**config.mk**
```make
export PLATFORM = sky130hd
export DESIGN_NAME = rle_expand_flat
export DESIGN_NICKNAME = d
export VERILOG_FILES = /design/src/rtl/rle_pkg.sv /design/src/rtl/rle_expand_if.sv /design/src/rtl/rle_lane_insert.sv /design/src/rtl/rle_expand.sv /design/src/flat_wrapper.sv
export SDC_FILE = /design/constraint.sdc
export NUM_CORES = 1
export LEC_CHECK = 0
export CAP_MARGIN = 20
export CORE_ASPECT_RATIO = 0.8
export CORE_MARGIN = 4
export CORE_UTILIZATION = 50
export CTS_CLUSTER_DIAMETER = 200
export DETAILED_ROUTE_END_ITERATION = 10
export GPL_TIMING_DRIVEN = 0
export PLACE_DENSITY = 0.79
export SYNTH_ARGS = -nofsm -noshare
export SYNTH_HDL_FRONTEND = slang
export SYNTH_SLANG_ARGS = --single-unit
```
**constraint.sdc**
```tcl
create_clock -name clk -period 5.3 [get_ports clk]
set_clock_uncertainty 0.1 [all_clocks]
set_input_delay 1.06 -clock clk [delete_from_list [all_inputs] [get_ports clk]]
set_output_delay 1.06 -clock clk [all_outputs]
set_load 0.005 [all_outputs]
```
**src/rtl/rle_pkg.sv**
```systemverilog
// Shared constants, FSM state type and lane addressing for the run-length expander.
// Lane 0 occupies the most significant byte of a word.
package rle_pkg;

  localparam int LANES  = 8;
  localparam int COEF_W = 8;
  localparam int BLK    = 64;
  localparam int WORD_W = LANES * COEF_W;
  localparam int POS_W  = $clog2(BLK);
  localparam int LANE_W = $clog2(LANES);

  typedef enum logic [1:0] {
    S_ACCEPT,
    S_RUN,
    S_FLUSH
  } state_t;

  // Bit index of the least significant bit of a lane inside a word.
  function automatic logic [POS_W-1:0] lane_lsb(input logic [LANE_W-1:0] lane);
    return POS_W'((LANES - 1 - int'(lane)) * COEF_W);
  endfunction

endpackage

```
**src/rtl/rle_expand_if.sv**
```systemverilog
// Symbol-in / word-out handshake bundle of the run-length expander.
interface rle_expand_if;
  import rle_pkg::*;

  logic              in_valid;
  logic              in_ready;
  logic [5:0]        in_run;
  logic [COEF_W-1:0] in_level;
  logic              in_eob;
  logic              out_valid;
  logic              out_ready;
  logic [WORD_W-1:0] out_data;
  logic              out_last;
  logic              err;

  modport master (
    output in_valid, in_run, in_level, in_eob, out_ready,
    input  in_ready, out_valid, out_data, out_last, err
  );

  modport slave (
    input  in_valid, in_run, in_level, in_eob, out_ready,
    output in_ready, out_valid, out_data, out_last, err
  );
endinterface

```
**src/rtl/rle_lane_insert.sv**
```systemverilog
// Overwrites one lane of a word with a coefficient; passes the word through when en is low.
module rle_lane_insert
  import rle_pkg::*;
(
  input  logic [WORD_W-1:0] word,
  input  logic [LANE_W-1:0] lane,
  input  logic [COEF_W-1:0] level,
  input  logic              en,
  output logic [WORD_W-1:0] merged
);

  always_comb begin
    merged = word;
    if (en) merged[lane_lsb(lane) +: COEF_W] = level;
  end

endmodule

```
**src/rtl/rle_expand.sv**
```systemverilog
// Run-length decoder: (run, level) / EOB symbols in, 64-coefficient blocks out as
// eight words through a single-entry valid/ready output register.
module rle_expand
  import rle_pkg::*;
(
  input  logic clk,
  input  logic rst_n,
  rle_expand_if.slave bus
);

  state_t              state, state_nxt;
  logic [POS_W-1:0]    pos, pos_nxt, zl, zl_nxt, lane_gap;
  logic [COEF_W-1:0]   lvl_h, lvl_nxt, wr_level;
  logic [WORD_W-1:0]   acc, merged;
  logic [LANE_W-1:0]   lane, wr_lane;
  logic [POS_W:0]      pos_end, lane_end;
  logic                slot_free, accept, overrun, fits, zl_fits;
  logic                wr_en, emit, load, err_nxt;

  assign lane      = pos[LANE_W-1:0];
  assign lane_gap  = POS_W'(LANES) - POS_W'(lane);
  assign slot_free = !bus.out_valid || bus.out_ready;
  assign bus.in_ready = (state == S_ACCEPT) && slot_free;
  assign accept    = bus.in_valid && bus.in_ready;

  // Widened sums so a run reaching past index 63 is detected, not wrapped.
  assign pos_end  = {1'b0, pos} + {1'b0, bus.in_run};
  assign overrun  = pos_end > (POS_W+1)'(BLK - 1);
  assign lane_end = (POS_W+1)'(lane) + {1'b0, bus.in_run};
  assign fits     = lane_end <= (POS_W+1)'(LANES - 1);
  assign zl_fits  = zl <= POS_W'(LANES - 1);

  rle_lane_insert u_insert (
    .word   (acc),
    .lane   (wr_lane),
    .level  (wr_level),
    .en     (wr_en),
    .merged (merged)
  );

  always_ff @(posedge clk or negedge rst_n) begin
    // NOTE: registered state uses non-blocking assignments so every flop samples pre-edge values.
    if (!rst_n) state <= S_ACCEPT;
    else        state <= state_nxt;
  end

  always_comb begin
    state_nxt = state;
    unique case (state)
      S_ACCEPT: if (accept) begin
        if (bus.in_eob || overrun) state_nxt = S_FLUSH;
        else if (!fits)            state_nxt = S_RUN;
      end
      S_RUN:   if (slot_free && zl_fits) state_nxt = S_ACCEPT;
      S_FLUSH: if (slot_free && (pos + lane_gap) == '0) state_nxt = S_ACCEPT;
      default: state_nxt = S_ACCEPT;
    endcase
  end

  always_comb begin
    // NOTE: every output gets a default first, so no path through the case infers a latch.
    wr_en    = 1'b0;
    wr_lane  = lane;
    wr_level = bus.in_level;
    emit     = 1'b0;
    load     = 1'b0;
    err_nxt  = 1'b0;
    pos_nxt  = pos;
    zl_nxt   = zl;
    lvl_nxt  = lvl_h;
    unique case (state)
      S_ACCEPT: if (accept) begin
        load = 1'b1;
        if (bus.in_eob) begin
          // Zero fill happens in S_FLUSH.
        end else if (overrun) begin
          err_nxt = 1'b1;
        end else if (fits) begin
          wr_en   = 1'b1;
          wr_lane = lane_end[LANE_W-1:0];
          pos_nxt = pos + bus.in_run + POS_W'(1);
          emit    = (lane_end[LANE_W-1:0] == LANE_W'(LANES - 1));
        end else begin
          emit    = 1'b1;
          zl_nxt  = bus.in_run - lane_gap;
          lvl_nxt = bus.in_level;
          pos_nxt = pos + lane_gap;
        end
      end
      S_RUN: if (slot_free) begin
        load = 1'b1;
        if (zl_fits) begin
          wr_en    = 1'b1;
          wr_lane  = zl[LANE_W-1:0];
          wr_level = lvl_h;
          pos_nxt  = pos + zl + POS_W'(1);
          emit     = (zl == POS_W'(LANES - 1));
        end else begin
          emit    = 1'b1;
          zl_nxt  = zl - POS_W'(LANES);
          pos_nxt = pos + POS_W'(LANES);
        end
      end
      S_FLUSH: if (slot_free) begin
        load    = 1'b1;
        emit    = 1'b1;
        pos_nxt = pos + lane_gap;
      end
      default: ;
    endcase
  end

  always_ff @(posedge clk or negedge rst_n) begin
    if (!rst_n) begin
      pos           <= '0;
      zl            <= '0;
      lvl_h         <= '0;
      acc           <= '0;
      bus.out_valid <= 1'b0;
      bus.out_data  <= '0;
      bus.out_last  <= 1'b0;
      bus.err       <= 1'b0;
    end else begin
      bus.err <= err_nxt;
      if (load) begin
        pos   <= pos_nxt;
        zl    <= zl_nxt;
        lvl_h <= lvl_nxt;
        acc   <= emit ? '0 : merged;
      end
      if (emit) begin
        bus.out_valid <= 1'b1;
        bus.out_data  <= merged;
        bus.out_last  <= (pos_nxt == '0);
      end else if (bus.out_ready) begin
        bus.out_valid <= 1'b0;
      end
    end
  end

endmodule
```
**src/flat_wrapper.sv**
```systemverilog
// flat-port wrapper written by rule: the top's interface ports become plain ports
module rle_expand_flat import rle_pkg::*;
  (clk, rst_n, bus_in_valid, bus_in_run, bus_in_level, bus_in_eob, bus_out_ready, bus_in_ready, bus_out_valid, bus_out_data, bus_out_last, bus_err);
  rle_expand_if bus_i ();
  input  logic clk;
  input  logic rst_n;
  input wire logic [$bits(bus_i.in_valid)-1:0] bus_in_valid;
  input wire logic [$bits(bus_i.in_run)-1:0] bus_in_run;
  input wire logic [$bits(bus_i.in_level)-1:0] bus_in_level;
  input wire logic [$bits(bus_i.in_eob)-1:0] bus_in_eob;
  input wire logic [$bits(bus_i.out_ready)-1:0] bus_out_ready;
  output wire logic [$bits(bus_i.in_ready)-1:0] bus_in_ready;
  output wire logic [$bits(bus_i.out_valid)-1:0] bus_out_valid;
  output wire logic [$bits(bus_i.out_data)-1:0] bus_out_data;
  output wire logic [$bits(bus_i.out_last)-1:0] bus_out_last;
  output wire logic [$bits(bus_i.err)-1:0] bus_err;
  assign bus_i.in_valid = bus_in_valid;
  assign bus_i.in_run = bus_in_run;
  assign bus_i.in_level = bus_in_level;
  assign bus_i.in_eob = bus_in_eob;
  assign bus_i.out_ready = bus_out_ready;
  assign bus_in_ready = bus_i.in_ready;
  assign bus_out_valid = bus_i.out_valid;
  assign bus_out_data = bus_i.out_data;
  assign bus_out_last = bus_i.out_last;
  assign bus_err = bus_i.err;
  rle_expand u_core (.clk(clk), .rst_n(rst_n), .bus(bus_i));
endmodule
```
==> out/results.tsv, run 1 <==
stage	metric	value	unit
setup_path	Critical Path Source Type	primary input	
outcome	outcome	finished clean	
cts	Clock transition at path regs	0.06	ns
power	Leakage Power	0.00443	µW
timing	Max-Slew Margin vs Limit	22.8	%
synth	ranking of synthesized cells by area	dfrtp_1 47%, nand2_1 4.8%, ha_1 4.7%	
cts	CTS sink cnt	153	
timing	worst-margin pin slew	1.15	ns
detailed_routing	Wirelength per Cell	20.6	µm
timing	RSZ-0062 raised after global routing	no	
finish	most frequent cells in the layout	153 x dfrtp_1, 105 x nand2_1, 85 x clkdlybuf4s50_1, 71 x o21ai_0, 43 x nor2_1	
grt	vias in the first global route	6922	
place	Placed Area	9390	µm²
floorplan	core area	15900	µm²
setup_path	critical path class	in2reg	
synth	Post-synth EDFFs	0	
setup_path	CP max FO	8	
finish	leading cell type in the layout, fill and taps excluded	dfrtp_1	
cts	Clock Latency Late Sink	0.43	ns
timing	Final Hold Vio Count	0	
timing	fmax	196	MHz
synth	XOR/XNOR Fraction of Synth Area	1.60	%
finish	Final nets	993	
setup_path	crit path capture type	flip-flop	
detailed_routing	Antenna Nets Post-Route	0	
synth	largest area contributor in the netlist	dfrtp_1	
grt	initial antenna violation count	0	
finish	fillers	1313	
synth	mux share of post-synthesis cell area	5.16	%
synth	register area share after synthesis	46.7	%
finish	share of layout cells above drive strength 1	9.45	%
cts	hold buffers post-CTS	0	
cts	# H-tree levels	4	
synth	Synth top area share	46.7	%
synth	syn avg cell area	9.92	µm²
cts	Root Buffer	clkbuf_16	
grt	Tot GR Track Use	26.9	%
place	I/O Buffers	86	
cts	cts bufs inserted	17	
place	Post-DP HPWL	16.9	mm
synth	number of distinct library cells after synthesis	70	
power	Worst VDD drop	0.324	mV
floorplan	Starting Density	51.6	%
timing	final worst path period need	5.11	ns
grt	Remaining Overflow, GRT	0	
place	Placed Cells	1131	
floorplan	Die Span Y	123	µm
power	P per Cell Area	530	nW/µm²
setup_path	Reg2Reg Launch Point	u_core.pos[1]$_DFFE_PN0P_	
floorplan	Std-Cell Rows	41	
synth	Post-Synth Adder-Cell Area	5.71	%
setup_path	Worst EP arrival	5.26	ns
finish	post-route cell area	10200	µm²
place	worst slack, placed	-1.13	ns
place	final RePlAce weighted congestion	0.925	
floorplan	die width	151	µm
finish	Area Overhead vs Synth	24.8	%
timing	Final setup viols	0	
detailed_routing	vias	7183	
setup_path	Worst EP required	5.46	ns
cts	CTS Buffer Depth	2	
detailed_routing	residual DRC count	0	
timing	min setup slack post-route	0.194	ns
setup_path	r2r setup slk	0.53	ns
synth	prevailing post-synth register cell	dfrtp_1	
finish	# diodes	0	
synth	largest family of logic cells by synthesized area	compound AO/OA/AOI/OAI gates	
timing	Final Max Tran Viols	0	
setup_path	worst r2r dst	u_core.acc[31]$_DFFE_PN0P_	
timing	Tcrit/Tclk final	96.3	%
grt	pin count of the biggest net entering global routing	79	
floorplan	io pins	87	
run	max-cap violations	0	
synth	Post-Syn Nets	881	
synth	post-synthesis compound-gate area fraction	22.5	%
synth	cell count after synthesis	827	
synth	Seq cells post-synth	153	
synth	FFs w/ async S/R, synth	100	%
detailed_routing	DRT Pass-1 Iters	5	
finish	Post-Layout Cell Count	1167	
grt	first-pass GRT wire length	38.3	mm
worst_hold_path	class of the worst hold path	in2async	
setup_path	worst-case reg-to-reg path depth	17	
synth	simple-gate share of the synthesized area	14.6	%
detailed_routing	Initial DRC Count	736	
synth	Ys Warns	0	
synth	Cell Area, Synth	8200	µm²
cts	CTS tree	done	
floorplan	Die ar.	18500	µm²
detailed_routing	WL final	24.0	mm
detailed_routing	vias per cell	6.16	
[registers in the layout (all words and copies together), names as in the netlist]
signal                count
u_core.zl                 6
u_core.bus.err            1
u_core.acc               64
u_core.bus.out_data      64
u_core.bus.out_valid      1
u_core.state              2
u_core.bus.out_last       1
u_core.lvl_h              8
u_core.pos                6
[metal layers]
layer	part of all wire, %	global-route usage (%)
met1	46	40.0
met2	44	38.9
met3	8.4	6.64
met4	1.5	7.98
met5	0	0
[worst max-delay path by stage]
| stage | end | from |
|---|---|---|
| final | u_core.acc[31]$_DFFE_PN0P_ | bus_in_run[0] |
| after global routing | u_core.acc[8]$_DFFE_PN0P_ | bus_in_run[0] |
| after CTS | u_core.bus.out_data[39]$_DFFE_PN0P_ | bus_in_run[0] |
| after detailed placement | u_core.bus.out_data[30]$_DFFE_PN0P_ | bus_in_run[0] |
| after global placement | u_core.acc[29]$_DFFE_PN0P_ | rst_n |
| after floorplan | u_core.acc[5]$_DFFE_PN0P_ | bus_in_run[0] |
[area by class of cell]
class / instances / area [µm²] / area share, %
Multi-Input combinational cell: 596 / 4240 / 41.4
Sequential cell: 153 / 3830 / 37.4
Timing Repair Buffer: 94 / 960 / 9.37
Clock buffer: 20 / 447 / 4.36
Tap cell: 215 / 269 / 2.63
Clock inverter: 12 / 186 / 1.82
Buffer: 37 / 156 / 1.53
Inverter: 40 / 150 / 1.47
[timing repair]
action | CTS | global route
setup buffers | 2 | 2
gates resized for setup | 17 | 21
gates cloned | 0 | 0
pin swaps | 2 | 3
endpoints found under the setup margin | 120 | 112
[Yosys cell counts, types with 4 or more instances]
cell type and number:
xnor2_1 9, a22oi_1 17, a221o_1 17, o211ai_1 7, a31oi_1 11, xor2_1 6
or4_1 4, ha_1 31, inv_1 39, nor3_1 16, fa_1 4, a21o_1 6
nand3_1 23, mux2_2 10, nor2b_1 6, mux2i_1 31, o21ai_1 4, nand4_1 11
clkbuf_1 31, o2111ai_1 4, nor2_1 43, and3_1 6, a21oi_1 20, o31a_1 5
nand2_1 105, o21ai_0 73, nand2b_1 8, a22o_1 26, dfrtp_1 153, o2bb2ai_1 33
[metrics by stage]
stage          utilization, %  TNS [ns]  hold WS, ns  power (µW)
6_report                 64.4         0        0.322        5430
5_1_grt                  64.4         0        0.308        5770
4_1_cts                  63.6         0        0.305        5310
3_5_place_dp             59.1    -87.85        0.371        3940
3_3_place_gp             58.7   -548.96        0.364        3900
2_1_floorplan               -         0        0.356        3150
[critical path: stages]
cell             delay [ns]
clkdlybuf4s50_1        0.43
ha_1                   0.24
inv_1                  0.08
fa_2                   0.24
nand2_1                0.10
nor4b_4                0.25
buf_4                  0.19
o2111a_1               0.39
mux2i_1                0.18
or2_2                  0.37
ha_2                   0.21
ha_4                   0.31
o21ai_0                0.39
o31a_1                 0.42
clkbuf_1               0.22
o2bb2ai_1              0.20
[power breakdown]
part / switching, µW / internal [µW]
Combinational: 1760 / 886
Sequential: 143 / 1330
Clock: 498 / 808
Total: 2410 / 3020
[kinds of logic (layout without fill, tap and decap cells)]
| logic type | Yosys count | in the layout |
|---|---|---|
| simple gates | 247 | 247 |
| flops | 153 | 153 |
| xor+xnor | 15 | 15 |
| mux | 41 | 41 |
| fa+ha+maj | 35 | 35 |
| compound gates | 258 | 258 |
| buf+inv | 78 | 203 |
Note: power is estimated with default switching activity, not from simulation.
==> inputs of run 2 (changes only) <==
CORE_MARGIN = 1.5   (was 4)
clock period = 6 ns   (was 5.3 ns; I/O delays follow)
==> run 2 against run 1 <==
First-iteration DRC count rose by 9.9%. Global-route usage increased by 1.2 points. Setup slack better by 0.0069 ns. Non-clock buffer count is 3 lower. Clock power decreased by 11%.
==> out/results.tsv, run 2 (synthesis gave the netlist of run 1 again) <==
stage	metric	value	unit
outcome	outcome	finished clean	
setup_path	Worst EP arrival	6.07	ns
timing	Fin Setup TNS	0	ns
cts	CTS tree	done	
timing	Max-Slew Margin vs Limit	30.7	%
finish	Area Overhead vs Synth	22.6	%
timing	Final Max Tran Viols	0	
timing	Final setup viols	0	
finish	fillers	1319	
worst_hold_path	class of the worst hold path	reg2reg	
setup_path	critical path class	in2reg	
finish	Final nets	990	
timing	Final Hold Vio Count	0	
finish	leading cell type in the layout, fill and taps excluded	dfrtp_1	
grt	vias in the first global route	6625	
finish	Multi-input gate area	4110	µm²
detailed_routing	Antenna Nets Post-Route	0	
cts	Clock Latency Late Sink	0.43	ns
run	max-cap violations	0	
floorplan	io pins	87	
cts	# H-tree levels	4	
timing	final worst path period need	5.80	ns
timing	worst-margin pin slew	1.01	ns
finish	most frequent cells in the layout	153 x dfrtp_1, 105 x nand2_1, 85 x clkdlybuf4s50_1, 71 x o21ai_0, 43 x nor2_1	
detailed_routing	residual DRC count	0	
finish	share of layout cells above drive strength 1	7.48	%
power	Worst VDD drop	0.302	mV
grt	initial antenna violation count	0	
timing	RSZ-0062 raised after global routing	yes	
detailed_routing	vias per cell	6.12	
setup_path	CP max FO	11	
cts	hold buffers post-CTS	0	
grt	Tot GR Track Use	28.0	%
finish	Regs by FF count	u_core.acc (64), u_core.bus.out_data (64), u_core.lvl_h (8)	
setup_path	Critical Path Source Type	primary input	
finish	# diodes	0	
setup_path	Worst EP required	6.27	ns
cts	CTS sink cnt	153	
detailed_routing	DRT Pass-1 Iters	5	
setup_path	crit path capture type	flip-flop	
place	Post-DP HPWL	16.7	mm
floorplan	Die ar.	17200	µm²
detailed_routing	Initial DRC Count	809	
cts	cts bufs inserted	17	
floorplan	Starting Density	51.6	%
grt	Remaining Overflow, GRT	0	
cts	Clock transition at path regs	0.06	ns
setup_path	r2r setup slk	0.61	ns
grt	pin count of the biggest net entering global routing	93	
floorplan	Die Span Y	118	µm
power	Leakage Power	0.00440	µW
grt	first-pass GRT wire length	37.4	mm
power	total power	4710	µW
timing	fmax	172	MHz
timing	final hold slack	0.383	ns
power	P per Cell Area	469	nW/µm²
detailed_routing	Wirelength per Cell	20.1	µm
cts	Root Buffer	clkbuf_16	
floorplan	core area	15900	µm²
place	final RePlAce weighted congestion	0.965	
detailed_routing	vias	7119	
cts	CTS Buffer Depth	2	
finish	Final Util	63.2	%
detailed_routing	WL final	23.4	mm
place	I/O Buffers	86	
finish	Reg area	3830	µm²
floorplan	die width	146	µm
floorplan	Std-Cell Rows	41	
timing	Tcrit/Tclk final	96.6	%
[run 2: changes by cell type in the layout (fill, tap and decap cells not counted), moves of 2 or more]
cell       delta
a31oi_1       +2
a31oi_2       -2
buf_4         -3
clkinv_2      +3
ha_1          +2
mux2i_1       +2
mux2i_2       -2
nor3_1        +2
nor3_4        -2
o2111ai_4     -2
[run 2: power by group]
part           internal (µW)  total [µW]  switching [µW]
registers               1170        1300             126
clock network            710        1160             447
logic                    756        2260            1500
[run 2: path summary, 6_finish.rpt]
kind | start | to | cells after the start
worst max-delay path | bus_in_run[1] | u_core.acc[15]$_DFFE_PN0P_ | 16
worst min-delay path | u_core.bus.out_data[54]$_DFFE_PN0P_ | u_core.bus.out_data[54]$_DFFE_PN0P_ | 2
worst max register to register | u_core.pos[1]$_DFFE_PN0P_ | u_core.acc[15]$_DFFE_PN0P_ | 16
worst min register to register | u_core.bus.out_data[54]$_DFFE_PN0P_ | u_core.bus.out_data[54]$_DFFE_PN0P_ | 2
max in group asynchronous | rst_n | u_core.lvl_h[3]$_DFFE_PN0P_ | 2
min in group asynchronous | rst_n | u_core.bus.out_data[50]$_DFFE_PN0P_ | 1
[run 2: area by class of cell]
| cell class | instances | share of cell area (%) |
|---|---|---|
| Multi-Input combinational cell | 596 | 40.8 |
| Sequential cell | 153 | 38.1 |
| Timing Repair Buffer | 90 | 9.07 |
| Clock buffer | 18 | 4.37 |
| Tap cell | 215 | 2.68 |
| Clock inverter | 14 | 1.93 |
| Buffer | 38 | 1.56 |
| Inverter | 40 | 1.49 |
[run 2: stage by stage]
step	instance area, µm²	std cells	worst slack [ns]
2_1_floorplan	8200	827	1.04
3_3_place_gp	9330	1128	-2.48
3_5_place_dp	9360	1129	-0.622
4_1_cts	9990	1161	0.0153
5_1_grt	10100	1164	-0.0207
6_report	10100	1164	0.201
[run 2: metal layers]
metal / global-route usage (%) / wire [µm]
met1: 42.8 / 11000
met2: 40.3 / 10200
met3: 6.24 / 1870
met4: 6.57 / 293
met5: 0 / 0
[run 2: worst max-delay path, stage by stage]
cell             delay, ns
clkdlybuf4s50_1       0.52
inv_1                 0.13
fa_1                  0.50
nor2b_1               0.14
o2111ai_1             0.33
o2111ai_2             0.28
mux2i_1               0.26
o21a_1                0.14
buf_2                 0.22
clkbuf_2              0.29
ha_1                  0.32
clkbuf_1              0.26
nor3_1                0.32
nand2_1               0.13
nor3_1                0.79
a22o_1                0.24
[run 2: what timing repair did]
action | in CTS | in global routing
buffers inserted | 0 | 2
gates resized for setup | 1 | 11
setup endpoints to repair | 8 | 84
pin swaps | 0 | 2
